File: config.mk
export PLATFORM = sky130hd
export DESIGN_NAME = reg_trace_tx
export DESIGN_NICKNAME = d
export VERILOG_FILES = /design/src/rtl/common_pkg.sv /design/src/rtl/uart_tx_byte.sv /design/src/rtl/reg_trace_tx.sv
export SDC_FILE = /design/constraint.sdc
export NUM_CORES = 1
export LEC_CHECK = 0
export ABC_AREA = 0
export ABC_CLOCK_PERIOD_IN_PS = 4100
export CAP_MARGIN = 25
export CORE_ASPECT_RATIO = 1.75
export CORE_MARGIN = 5
export CORE_UTILIZATION = 39
export DETAILED_ROUTE_END_ITERATION = 12
export PLACE_DENSITY_LB_ADDON = 0.08
export SLEW_MARGIN = 20
export SYNTH_ARGS = -nofsm -noshare
export SYNTH_HDL_FRONTEND = slang
export SYNTH_SLANG_ARGS = --single-unit
File: constraint.sdc
create_clock -name clk -period 4.1 [get_ports clk]
set_input_delay 0.615 -clock clk [delete_from_list [all_inputs] [get_ports clk]]
set_output_delay 0.615 -clock clk [all_outputs]
set_load 0.02 [all_outputs]
File: src/rtl/common_pkg.sv
// Shared types and constants for the register-writeback trace path.
// Frame layout and entry width change when TRACE_PC_EN is defined.
package common_pkg;

  localparam logic [7:0] TRACE_SYNC    = 8'hA5;
  localparam logic [7:0] TRACE_SYNC_PC = 8'hA6;

`ifdef TRACE_PC_EN
  localparam int TRACE_FRAME_BYTES = 10;

  typedef struct packed {
    logic [31:0] pc;
    logic [31:0] data;
    logic [4:0]  id;
  } trace_entry_t;
`else
  localparam int TRACE_FRAME_BYTES = 6;

  typedef struct packed {
    logic [31:0] data;
    logic [4:0]  id;
  } trace_entry_t;
`endif

  localparam int TRACE_FRAME_BITS = TRACE_FRAME_BYTES * 8;

endpackage

File: src/rtl/uart_tx_byte.sv
// 8N1 UART byte serialiser; done pulses in the last STOP cycle.
// Ports: clk, rst (async active-low), data/valid in, done, tx_serial.
module uart_tx_byte #(
  parameter int CLKS_PER_BIT = 868
) (
  input  logic       clk,
  input  logic       rst,
  input  logic [7:0] data,
  input  logic       valid,
  output logic       done,
  output logic       tx_serial
);

  localparam int CW = $clog2(CLKS_PER_BIT);
  localparam logic [CW-1:0] LAST = CW'(CLKS_PER_BIT - 1);

  typedef enum logic [1:0] {
    S_IDLE,
    S_START,
    S_DATA,
    S_STOP
  } state_t;

  state_t        r_state, w_state;
  logic [CW-1:0] r_cnt, w_cnt;
  logic [2:0]    r_bit, w_bit;
  logic [7:0]    r_shift, w_shift;
  logic          r_tx, w_tx;
  logic          w_tick;

  assign w_tick    = (r_cnt == LAST);
  assign tx_serial = r_tx;

  always_ff @(posedge clk or negedge rst) begin
    if (!rst) begin
      r_state <= S_IDLE;
      r_cnt   <= '0;
      r_bit   <= '0;
      r_shift <= '0;
      r_tx    <= 1'b1;
    end else begin
      r_state <= w_state;
      r_cnt   <= w_cnt;
      r_bit   <= w_bit;
      r_shift <= w_shift;
      r_tx    <= w_tx;
    end
  end

  always_comb begin
    w_state = r_state;
    w_cnt   = w_tick ? '0 : r_cnt + 1'b1;
    w_bit   = r_bit;
    w_shift = r_shift;
    w_tx    = r_tx;
    done    = 1'b0;
    unique case (r_state)
      S_IDLE: begin
        w_cnt = '0;
        w_tx  = 1'b1;
        if (valid) begin
          w_state = S_START;
          w_shift = data;
          w_tx    = 1'b0;
        end
      end
      S_START: begin
        if (w_tick) begin
          w_state = S_DATA;
          w_bit   = '0;
          w_tx    = r_shift[0];
          w_shift = r_shift >> 1;
        end
      end
      S_DATA: begin
        if (w_tick) begin
          if (r_bit == 3'd7) begin
            w_state = S_STOP;
            w_tx    = 1'b1;
          end else begin
            w_bit   = r_bit + 1'b1;
            w_tx    = r_shift[0];
            w_shift = r_shift >> 1;
          end
        end
      end
      S_STOP: begin
        if (w_tick) begin
          w_state = S_IDLE;
          done    = 1'b1;
        end
      end
    endcase
  end

endmodule

File: src/rtl/reg_trace_tx.sv
// Register-writeback trace: FIFO of commits, framed out over UART TX.
// Ports: clk, rst (async active-low), start, reg_write, write_id,
//   write_data, pc_wb in; tx_serial, busy, overflow, drop_count out.
// Macro TRACE_PC_EN: adds PC to each entry, 10-byte frame, sync 0xA6.
module reg_trace_tx
  import common_pkg::*;
#(
  parameter int CLKS_PER_BIT = 868,
  parameter int DEPTH        = 8
) (
  input  logic        clk,
  input  logic        rst,
  input  logic        start,
  input  logic        reg_write,
  input  logic [4:0]  write_id,
  input  logic [31:0] write_data,
  input  logic [31:0] pc_wb,
  output logic        tx_serial,
  output logic        busy,
  output logic        overflow,
  output logic [7:0]  drop_count
);

  localparam int AW = $clog2(DEPTH);
  localparam int IW = $clog2(TRACE_FRAME_BYTES);
  localparam logic [IW-1:0] LAST_IDX = IW'(TRACE_FRAME_BYTES - 1);

  typedef enum logic [1:0] {
    F_IDLE,
    F_LOAD,
    F_SEND
  } fstate_t;

  trace_entry_t r_mem [DEPTH];
  trace_entry_t w_entry, w_head;
  logic [AW:0]  r_wptr, r_rptr;
  logic         w_empty, w_full;
  logic         w_cap, w_push, w_pop, w_drop;

  fstate_t      r_fstate, w_fstate;
  logic [TRACE_FRAME_BITS-1:0] r_frame, w_head_frame;
  logic [IW-1:0] r_idx;
  logic         r_valid;
  logic         w_done;
  logic         r_ovf;
  logic [7:0]   r_drop;

  assign w_cap = start & reg_write & (write_id != 5'd0);

`ifdef TRACE_PC_EN
  assign w_entry = '{pc: pc_wb, data: write_data, id: write_id};
  assign w_head_frame = {w_head.pc, w_head.data,
                         3'b000, w_head.id, TRACE_SYNC_PC};
`else
  logic w_unused_pc;
  assign w_unused_pc  = ^pc_wb;
  assign w_entry = '{data: write_data, id: write_id};
  assign w_head_frame = {w_head.data,
                         3'b000, w_head.id, TRACE_SYNC};
`endif

  assign w_empty = (r_wptr == r_rptr);
  assign w_full  = (r_wptr[AW] != r_rptr[AW]) &&
                   (r_wptr[AW-1:0] == r_rptr[AW-1:0]);
  assign w_head  = r_mem[r_rptr[AW-1:0]];

  // a pop on the same edge frees the slot for the incoming entry
  assign w_push = w_cap & (~w_full | w_pop);
  assign w_drop = w_cap & w_full & ~w_pop;

  always_ff @(posedge clk) begin
    if (w_push) r_mem[r_wptr[AW-1:0]] <= w_entry;
  end

  always_ff @(posedge clk or negedge rst) begin
    if (!rst) begin
      r_wptr <= '0;
      r_rptr <= '0;
    end else begin
      if (w_push) r_wptr <= r_wptr + 1'b1;
      if (w_pop)  r_rptr <= r_rptr + 1'b1;
    end
  end

  always_ff @(posedge clk or negedge rst) begin
    if (!rst) begin
      r_ovf  <= 1'b0;
      r_drop <= '0;
    end else if (w_drop) begin
      r_ovf <= 1'b1;
      if (r_drop != 8'hFF) r_drop <= r_drop + 1'b1;
    end
  end

  always_ff @(posedge clk or negedge rst) begin
    if (!rst) r_fstate <= F_IDLE;
    else      r_fstate <= w_fstate;
  end

  always_comb begin
    w_fstate = r_fstate;
    w_pop    = 1'b0;
    unique case (r_fstate)
      F_IDLE: begin
        if (!w_empty) begin
          w_pop    = 1'b1;
          w_fstate = F_LOAD;
        end
      end
      F_LOAD: w_fstate = F_SEND;
      F_SEND: begin
        if (w_done)
          w_fstate = (r_idx == LAST_IDX) ? F_IDLE : F_LOAD;
      end
      default: w_fstate = F_IDLE;
    endcase
  end

  // the current byte always sits in r_frame[7:0]
  always_ff @(posedge clk or negedge rst) begin
    if (!rst) begin
      r_frame <= '0;
      r_idx   <= '0;
      r_valid <= 1'b0;
    end else begin
      r_valid <= (r_fstate == F_LOAD);
      if (w_pop) begin
        r_frame <= w_head_frame;
        r_idx   <= '0;
      end else if (r_fstate == F_SEND && w_done &&
                   r_idx != LAST_IDX) begin
        r_frame <= r_frame >> 8;
        r_idx   <= r_idx + 1'b1;
      end
    end
  end

  uart_tx_byte #(
    .CLKS_PER_BIT(CLKS_PER_BIT)
  ) u_tx (
    .clk      (clk),
    .rst      (rst),
    .data     (r_frame[7:0]),
    .valid    (r_valid),
    .done     (w_done),
    .tx_serial(tx_serial)
  );

  assign busy       = ~w_empty | (r_fstate != F_IDLE);
  assign overflow   = r_ovf;
  assign drop_count = r_drop;

endmodule

==> summary.md <==
| Metric | Value |
|---|---|
| Status | finished, final reports clean |
| Switching power total | 3.66 mW |
| Synth-to-layout area growth | 15.8% |
| Post-CTS Hold Fix Bufs | 0 |
| # diodes | 0 |
| Post-cts sizing count | 0 |
| Crit path kind | flip-flop to output pin |
| Post-CTS Setup Bufs | 0 |
| WP data arrival | 2610 ps |
| Most frequent cells in the layout | edfxtp_1, nand2_1, dfrtp_1 |
| Total iterations of the first detailed-routing run | 4 |
| Setup TNS | 0 ps |
| Final setup viols | 0 |
| Endpoint class of the critical path | output pin |
| Routed vias/inst | 5.30 |
| CTS Buf Count | 38 |
| Clock transition at the registers of the reported paths | 60 ps |
| Starting Density | 39.5% |
| Internal | 8.34 mW |
| Crit share post-route | 78.7% |
| Commonest non-fill, non-tap cell in the layout | edfxtp_1 |
| GRT Util Overall | 15.3% |
| #FFs+latches synth | 391 |
| Async set-reset flop share out of synthesis | 24.3% |
| Switching portion of total power | 30.5% |
| Pin count of the biggest net entering global routing | 76 |
| RD Place Congestion | 0.720 |
| DRC | 0 |
| Worst setup SP type | flip-flop |
| Clk_lat worst skew | 530 ps |
| Syn avg cell area | 17.4 sq um |
| Clock power share | 27.4% |
| IO Port Bufs | 51 |
| Initial DRC Count | 506 |
| Number of flops mapped to enable cells by yosys | 296 |
| Number of global-route vias before repair | 8363 |
| Cell total after placement | 1414 |
| Fin. Hold Viols | 0 |
| Grt total ovfl | 0 |
| Die X | 161 microns |
| Die H | 274 microns |
| Die ar. | 44000 sq um |
| Final Slew Violations | 0 |
| Slew margin rel. | 41.2% |
| Mapped Nets | 981 |
| Initial antenna violation count | 0 |
| Leakage | 6.15 nW |
| Htree depth | 2 |
| DP Area | 16800 sq um |
| Worst-path maximum fanout | 28 |
| Sequential area share after synthesis | 72.6% |
| Maximum vdd drop | 0.000337 V |
| Number of I/O pins | 84 |
| Max-Cap Viols | 0 |
| Nets | 1051 |
| Ys flop type | edfxtp_1 |
| Worst EP required | 3480 ps |
| PD cells | 668 nW/um^2 |
| CTS Buffer Depth | 3 |
| DRT antenna net count | 0 |
| Comb pwr share | 28.7% |
| Fin area | 18000 sq um |
| Via Count | 7848 |
| Row count | 96 |
| Minimum clock period | 3230 ps |
| Core box area | 39300 sq um |
| Final non-filler cell total | 1482 |
| Unrepaired setup endpoints after global routing | no |
| Hold_ws | 192 ps |
| CTS tree | built |
| Syn Inst Count | 894 |
| Layout Skew | 16.5 ps |
| Ys Warns | 0 |
| Worst slew pin tran | 882 ps |
| Total power | 12.0 mW |
| HPWL after DPL | 19.3 mm |
| Fmax achieved | 0.310 GHz |
| Avg WL per Cell | 22.4 microns |
| First-pass GRT wire length | 51.4 mm |
| CTS Root Cell | clkbuf_16 |
| Register share of total power | 43.9% |
| Hold WC Path Type | input port to async pin |
| Layout cells sized above 1 | 19.2% |
| Clk sink count | 391 |
| Count of cell types in the netlist | 43 |
| Drt total wl | 33.2 mm |
| Synthesized area | 15500 sq um |
## cell usage after synthesis (2+ instances only)
cell type	count	area share (%)
a211oi_1	25	1.2
a21oi_1	12	0.39
a22o_1	3	0.17
a31oi_1	24	0.97
and3_1	2	0.081
buf_2	13	0.42
clkbuf_1	35	0.85
dfrtp_1	94	15
edfxtp_1	296	57
ha_1	14	1.1
inv_1	11	0.27
mux2_2	19	1.4
mux2i_1	9	0.58
mux4_2	74	11
nand2_1	92	2.2
nand2b_1	4	0.16
nand3_1	30	0.97
nand4_1	4	0.16
nor2_1	27	0.65
nor2b_1	34	1.4
nor3_1	5	0.16
nor4_1	2	0.081
o21ai_0	16	0.52
o221a_2	5	0.36
or2_2	3	0.12
xnor2_1	15	0.85
xor2_1	10	0.56
## path summary, 6_finish.rpt
check                                 start              end  slack (ps)  cells past startpoint
worst max-delay path              r_rptr[2]             busy         870                      5
worst min-delay path                    rst    drop_count[3]         190                      1
worst max register to register    r_rptr[2]     r_mem[0][36]        1290                      6
worst min register to register  r_fstate[1]          r_valid         460                      1
max in group asynchronous               rst  u_tx.r_shift[6]        3060                      2
min in group clk                r_fstate[1]          r_valid         460                      1
## cells by family (layout without fill, tap and decap cells)
| kind of cell | Yosys count | count (layout) | synth area share [%] |
|---|---|---|---|
| simple gates | 209 | 209 | 6.38 |
| fa+ha+maj | 14 | 14 | 1.13 |
| mux | 102 | 102 | 12.7 |
| flops | 391 | 391 | 72.6 |
| buf+inv | 59 | 157 | 1.53 |
| xor+xnor | 25 | 25 | 1.41 |
| compound gates | 94 | 94 | 4.21 |
## per-stage QoR
step	utilization (%)	setup slack, ps
2_1_floorplan	-	868
3_5_place_dp	42.8	774
5_1_grt	45.7	680
4_1_cts	45.7	810
6_report	45.7	873
3_3_place_gp	42.8	791
## flip-flops by register name (all words and copies together), names as in the netlist, 2 cells and up
| signal | cells |
|---|---|
| drop_count | 8 |
| r_frame | 48 |
| r_fstate | 2 |
| r_idx | 3 |
| r_mem | 296 |
| r_rptr | 4 |
| r_wptr | 4 |
| u_tx.r_bit | 3 |
| u_tx.r_cnt | 10 |
| u_tx.r_shift | 8 |
| u_tx.r_state | 2 |
## power by group through the flow
stage / Combinational, mW / Clock (mW) / Sequential [mW]
final: 3.44 / 3.29 / 5.27
after global placement: 3.53 / 0 / 5.35
after CTS: 3.57 / 3.40 / 5.28
after floorplan: 2.57 / 0 / 5.16
after detailed placement: 3.55 / 0 / 5.36
after global routing: 3.82 / 3.56 / 5.33
## final cells by class
class / count / area, sq um
tap: 490 / 613
fill: 3395 / 21300
inverter: 11 / 41.3
clock inverter: 5 / 20.0
clock buffer: 63 / 1130
sequential: 391 / 11300
timing repair buffer: 78 / 798
multi-input combinational: 444 / 4090
## layer usage
| layer | global-route usage (%) | up-vias | share of wire [%] |
|---|---|---|---|
| li1 | - | 3594 | - |
| met1 | 18.7 | 4086 | 40 |
| met2 | 28.5 | 122 | 55 |
| met3 | 2.15 | 46 | 3.2 |
| met4 | 3.93 | 0 | 1.9 |
| met5 | 0 | - | 0 |
## worst max-delay path, stage by stage (launching register included)
cell and delay, ps:
dfrtp_4 780, xnor2_1 180, nand3_1 270, nor2_1 180
nand2_1 80, clkdlybuf4s50_1 580
Power figures use the tool's default switching activity.
